--- src/rtl/taylor_pkg.sv ---
// Shared types and constants for the Taylor-series sine/cosine unit.
package taylor_pkg;

    typedef enum logic [1:0] {
        IDLE,
        SQUARE,
        HORNER,
        SCALE
    } state_t;

    localparam int W_DEFAULT     = 24;
    localparam int FRAC_DEFAULT  = 10;
    localparam int TERMS_DEFAULT = 4;
    localparam int MAX_TERMS     = 6;

    // round(2^frac / n!) evaluated at elaboration time
    function automatic int coef(input int n, input int frac);
        longint fact;
        longint num;
        fact = 1;
        for (int i = 2; i <= n; i++) begin
            fact = fact * i;
        end
        num = longint'(1) << frac;
        return int'((2 * num + fact) / (2 * fact));
    endfunction

endpackage

--- src/rtl/fxp_mul_sat.sv ---
// Signed fixed-point multiply: full-width product, arithmetic shift by FRAC,
// saturate back to W bits with an overflow flag.
module fxp_mul_sat #(
    parameter int W    = 24,
    parameter int FRAC = 10
) (
    input  logic signed [W-1:0] a,
    input  logic signed [W-1:0] b,
    output logic signed [W-1:0] p,
    output logic                ovf
);

    localparam logic signed [W-1:0] MAX_VAL = {1'b0, {(W-1){1'b1}}};
    localparam logic signed [W-1:0] MIN_VAL = {1'b1, {(W-1){1'b0}}};

    logic signed [2*W-1:0] prod;
    logic signed [2*W-1:0] shifted;

    assign prod    = a * b;
    assign shifted = prod >>> FRAC;

    // Fits in W bits only when every bit from W-1 upward is a sign copy
    assign ovf = !((&shifted[2*W-1:W-1]) || !(|shifted[2*W-1:W-1]));
    assign p   = ovf ? (shifted[2*W-1] ? MIN_VAL : MAX_VAL) : shifted[W-1:0];

endmodule

--- src/rtl/taylor_trig_unit.sv ---
// Sine/cosine by Horner evaluation of a truncated Taylor series in x^2,
// one multiply per clock through a single shared saturating multiplier.
module taylor_trig_unit
    import taylor_pkg::*;
#(
    parameter int W     = W_DEFAULT,
    parameter int FRAC  = FRAC_DEFAULT,
    parameter int TERMS = TERMS_DEFAULT
) (
    input  logic                clock,
    input  logic                reset,
    input  logic                start,
    input  logic                mode,
    input  logic signed [W-1:0] angle,
    output logic                ready,
    output logic                done,
    output logic signed [W-1:0] result,
    output logic                ovf
);

    localparam logic signed [W-1:0] MAX_VAL = {1'b0, {(W-1){1'b1}}};
    localparam logic signed [W-1:0] MIN_VAL = {1'b1, {(W-1){1'b0}}};

    localparam logic signed [W-1:0] COS_C [0:MAX_TERMS-1] = '{
        W'(coef(0, FRAC)), W'(coef(2, FRAC)), W'(coef(4, FRAC)),
        W'(coef(6, FRAC)), W'(coef(8, FRAC)), W'(coef(10, FRAC))
    };
    localparam logic signed [W-1:0] SIN_C [0:MAX_TERMS-1] = '{
        W'(coef(1, FRAC)), W'(coef(3, FRAC)), W'(coef(5, FRAC)),
        W'(coef(7, FRAC)), W'(coef(9, FRAC)), W'(coef(11, FRAC))
    };

    state_t              state, state_nxt;
    logic signed [W-1:0] angle_r, angle_nxt;
    logic                mode_r, mode_nxt;
    logic signed [W-1:0] x2, x2_nxt;
    logic signed [W-1:0] acc, acc_nxt;
    logic [2:0]          k, k_nxt;
    logic                ovf_acc, ovf_acc_nxt;
    logic signed [W-1:0] result_nxt;
    logic                ovf_nxt;
    logic                done_nxt;

    logic signed [W-1:0] mul_a, mul_b, mul_p;
    logic                mul_ovf;
    logic [2:0]          coef_idx;
    logic signed [W-1:0] coef_k;
    logic signed [W:0]   diff;
    logic                sub_ovf;
    logic signed [W-1:0] sub_sat;

    fxp_mul_sat #(
        .W    (W),
        .FRAC (FRAC)
    ) u_mul (
        .a   (mul_a),
        .b   (mul_b),
        .p   (mul_p),
        .ovf (mul_ovf)
    );

    // Operand steering kept apart from the FSM so the multiplier stays a pure feed-forward path
    always_comb begin
        mul_a = acc;
        mul_b = x2;
        case (state)
            SQUARE: begin
                mul_a = angle_r;
                mul_b = angle_r;
            end
            SCALE: begin
                mul_a = acc;
                mul_b = angle_r;
            end
            default: ;
        endcase
    end

    assign coef_idx = (state == SQUARE) ? 3'(TERMS - 1) : k;
    assign coef_k   = mode_r ? SIN_C[coef_idx] : COS_C[coef_idx];

    assign diff    = {coef_k[W-1], coef_k} - {mul_p[W-1], mul_p};
    assign sub_ovf = diff[W] ^ diff[W-1];
    assign sub_sat = sub_ovf ? (diff[W] ? MIN_VAL : MAX_VAL) : diff[W-1:0];

    assign ready = (state == IDLE);

    always_comb begin
        state_nxt   = state;
        angle_nxt   = angle_r;
        mode_nxt    = mode_r;
        x2_nxt      = x2;
        acc_nxt     = acc;
        k_nxt       = k;
        ovf_acc_nxt = ovf_acc;
        result_nxt  = result;
        ovf_nxt     = ovf;
        done_nxt    = 1'b0;
        case (state)
            IDLE: begin
                if (start) begin
                    angle_nxt = angle;
                    mode_nxt  = mode;
                    state_nxt = SQUARE;
                end
            end
            SQUARE: begin
                x2_nxt      = mul_p;
                acc_nxt     = coef_k;
                ovf_acc_nxt = mul_ovf;
                k_nxt       = 3'(TERMS - 2);
                state_nxt   = HORNER;
            end
            HORNER: begin
                acc_nxt     = sub_sat;
                ovf_acc_nxt = ovf_acc | mul_ovf | sub_ovf;
                if (k == 3'd0) begin
                    if (mode_r) begin
                        state_nxt = SCALE;
                    end else begin
                        result_nxt = sub_sat;
                        ovf_nxt    = ovf_acc | mul_ovf | sub_ovf;
                        done_nxt   = 1'b1;
                        state_nxt  = IDLE;
                    end
                end else begin
                    k_nxt = k - 3'd1;
                end
            end
            SCALE: begin
                result_nxt = mul_p;
                ovf_nxt    = ovf_acc | mul_ovf;
                done_nxt   = 1'b1;
                state_nxt  = IDLE;
            end
            default: state_nxt = IDLE;
        endcase
    end

    always_ff @(posedge clock) begin
        if (reset) begin
            state   <= IDLE;
            angle_r <= '0;
            mode_r  <= 1'b0;
            x2      <= '0;
            acc     <= '0;
            k       <= '0;
            ovf_acc <= 1'b0;
            result  <= '0;
            ovf     <= 1'b0;
            done    <= 1'b0;
        end else begin
            state   <= state_nxt;
            angle_r <= angle_nxt;
            mode_r  <= mode_nxt;
            x2      <= x2_nxt;
            acc     <= acc_nxt;
            k       <= k_nxt;
            ovf_acc <= ovf_acc_nxt;
            result  <= result_nxt;
            ovf     <= ovf_nxt;
            done    <= done_nxt;
        end
    end

endmodule

--- config.mk ---
export PLATFORM = sky130hd
export DESIGN_NAME = taylor_trig_unit
export DESIGN_NICKNAME = d
export VERILOG_FILES = /design/src/rtl/taylor_pkg.sv /design/src/rtl/fxp_mul_sat.sv /design/src/rtl/taylor_trig_unit.sv
export SDC_FILE = /design/constraint.sdc
export NUM_CORES = 2
export LEC_CHECK = 0
export ABC_AREA = 1
export CAP_MARGIN = 20
export CORE_MARGIN = 8
export CORE_UTILIZATION = 47
export DETAILED_ROUTE_END_ITERATION = 8
export GPL_ROUTABILITY_DRIVEN = 0
export GPL_TIMING_DRIVEN = 0
export HOLD_SLACK_MARGIN = 0.05
export PLACE_DENSITY = 0.66
export RECOVER_POWER = 100
export SETUP_SLACK_MARGIN = 0.2
export SYNTH_ARGS = -nofsm -noshare
export SYNTH_HDL_FRONTEND = slang
export SYNTH_SLANG_ARGS = --single-unit
--- constraint.sdc ---
create_clock -name clock -period 14.2 [get_ports clock]
set_input_delay 1.42 -clock clock [delete_from_list [all_inputs] [get_ports clock]]
set_output_delay 1.42 -clock clock [all_outputs]
set_load 0.01 [all_outputs]
==> impl_results.md <==
- CP max stage cell: o21ai_1
- CTS H-Tree Depth: 3
- Critical path capture point type: flop
- Simple-gate portion of the synthesized area: 21.7%
- Tcrit/Tclk final: 95.5%
- Critical path type: reg -> reg
- Critical path's largest stage delay: just under 0.9 ns
- Routed len/inst: between 20 and 25 um
- Share of layout cells above drive strength 1: approximately 3%
- FF+latch count, synth: 105
- DIE HEIGHT: 262 um
- Syn Std Cell Area: roughly 28000 um2
- Required @ worst endpoint: 14.42 ns
- Worst slew pin tran: about 1.3 ns
- Most used DFF post-synth: dfxtp_1
- Worst min-delay path class: reg -> reg
- Most frequent cells after synthesis: inv_1 (908), nand2_1 (824), fa_1 (607)
- TritonCTS clock tree: done
- Initial antenna violation count: 0
- # diodes: 0
- Post-synthesis mux area share: 0%
- Die Width: 262 um
- Vias per cell: about 5.3
- Post-synth EDFFs: 0
- Tmin final: around 14 ns
- Xor/xnor cell area share of the yosys netlist: under 10%
- Asr flop ratio synth: 0%
- Max Fanout on Critical Path: 10
- Vias in the first global route: approximately 25000
- Largest family of logic cells by synthesized area: adder cells
- Outcome: completed
- Syn avg cell area: 7.49 um2
- Post-synthesis sequential area ratio: around 7.4%
- Clock sinks: ~110
- Setup TNS: 0 ns
- Final Non-Filler Cells: between 4000 and 5000
- Top cell type by total area after synthesis: fa_1
- DP HPWL: 82.2 mm
- Number of gates resized after CTS: 0
- Synth Area in Compound Gates: under 10%
- Final Hold Violating Endpoints: 0
- Top cells by area, synth: fa_1 (43%), inv_1 (12%), nand2_1 (11%)
- Post-CTS Setup Bufs: 0
- Relative slew slack: between 10% and 20%
- Hold-fix buffers, CTS: 0
- Syn Nets: 4571
- Hold slack: roughly 0.47 ns
- GR Overflow Total: 0
- Most common cell in the synthesized netlist: inv_1
- Dpl cells: around 4600
- First-pass GRT wire length: roughly 150 mm
- Num CTS Buffers: 9
- Multi-input gate area: between 20000 and 25000 um2
- Drt pass-1 iters: 8
- Row cnt: 90
- Final Cell Area: between 30000 and 40000 um2
- Area post-placement: between 30000 and 40000 um2
- Vias: 24657
- Largest net degree at the start of global routing: 23
- Synth cell types: 43
- Initial Utilization: 47.3%
- MaxCap Viol Count: 0
- DR iter-0 viols: roughly 2100
- I/O pin count: 55
- Final Max Slew Viols: 0
- Core area: between 60000 and 70000 um2
- GRT Total Usage: 28.4%
- CP most frequent cell: inv_1
- Synthesis warning total: 0
- CP Launch Type: flop
- RSZ-0062 raised after global routing: no
- Peak Freq: between 70 and 80 MHz
- CTS root buffer: clkbuf_16
- DRC Markers: 0
- Nets: around 4700
- Max clock buf depth: 2
- Yosys top cell area share: a little over two fifths
- Antenna-violating nets left: 0
- Clock slew at reported path FFs: 0.08 ns
- Area grow syn2layout: 6.80%
- Fill count: approximately 6000
- Final WL: about 94 mm
- Worst Skew: between 0.01 and 0.015 ns
- CP arrival: between 10 and 15 ns
- Setup Viol. Count Final: 0
- Die Area: between 60000 and 70000 um2
- Post-synthesis adder-cell area fraction: 49.3%
- IO buf count: 53
- Total area of sequential cells: about 2100 um2
- Clock latency at the later pin of the worst-skew pair: ~0.36 ns
- Mapped Cells: about 3800
cell type report:
cell class | instances | share of cell area, %
buffer | 138 | 1.92
clock buffer | 9 | 0.743
clock inverter | 7 | 0.301
inverter | 930 | 11.5
multi-input combinational | 2616 | 73.0
sequential | 105 | 6.93
tap | 782 | 3.23
timing repair buffer | 74 | 2.33
routing by layer:
metal | up-vias | GRT usage, % | part of all wire, %
met1 | 11944 | 36.3 | 39
met4 | 0 | 14.3 | 6.3
met3 | 280 | 6.43 | 9.8
met5 | - | 0 | 0
li1 | 11203 | - | -
met2 | 1230 | 45.0 | 44
worst max-delay path: cells and delay by family, from the launching register on:
family                     cells  cell delay, ns
adders and majority gates     11            4.78
and+or+nand+nor               22            3.21
AOI/OAI and AO/OA              6            2.45
DFF                            1            0.42
buffers and inverters         16            2.49
state kept, by name, indices dropped and copies added (netlist names):
register / count
ovf_acc: 1
mode_r: 1
angle_r: 24
x2: 24
result: 24
acc: 24
k: 3
state: 2
done: 1
ovf: 1
stage by stage:
step,utilization (%),setup slack (ns)
2_1_floorplan,-,3.88
3_3_place_gp,49.8,0.733
3_5_place_dp,50.0,0.950
4_1_cts,50.6,0.885
5_1_grt,50.5,0.132
6_report,50.5,0.634
layout by cell type, fill, tap and decap left out, types with 3 or more instances in the layout:
cell and n:
nand2_2 25, nand3_2 6, a21oi_1 150, a31oi_1 3
buf_2 6, or2_2 4, dlygate4sd3_1 28, nor2_2 7
a21o_1 4, buf_4 14, nand2_4 7, inv_6 3
o21ai_1 26, clkinv_8 3, inv_2 9, o21bai_1 11
nand3_1 114, clkbuf_1 117, nand3b_1 10, o21ai_0 121
buf_6 6, clkbuf_2 6, xnor2_1 17, nor4_1 4
inv_1 908, buf_1 4, fa_1 607, nand2_1 830
xor2_1 23, dfxtp_1 105, clkbuf_16 9, nand4_1 22
clkdlybuf4s50_1 25, ha_1 147, nor3_1 7, clkinv_1 13
nor2_1 455, o21ai_2 3
worst paths after layout:
path         slack [ns]    endpoint      start  cells after the start
max                0.63  result[15]   state[1]                     55
min reg2reg        0.47   result[3]  result[3]                      2
min                0.47   result[3]  result[3]                      2
max reg2reg        0.63  result[15]   state[1]                     55
cell families (layout without fill, tap and decap cells):
group / count (synthesis) / count (layout)
AND/OR/NAND/NOR: 1497 / 1497
adder cells (fa/ha/maj): 754 / 754
XOR/XNOR: 40 / 40
buffers and inverters: 1068 / 1158
AO/OA/AOI/OAI: 325 / 325
flip-flops: 105 / 105
Power is not shown: default switching activity piles up to over one toggle a cycle in this logic, so the estimate is an artifact.
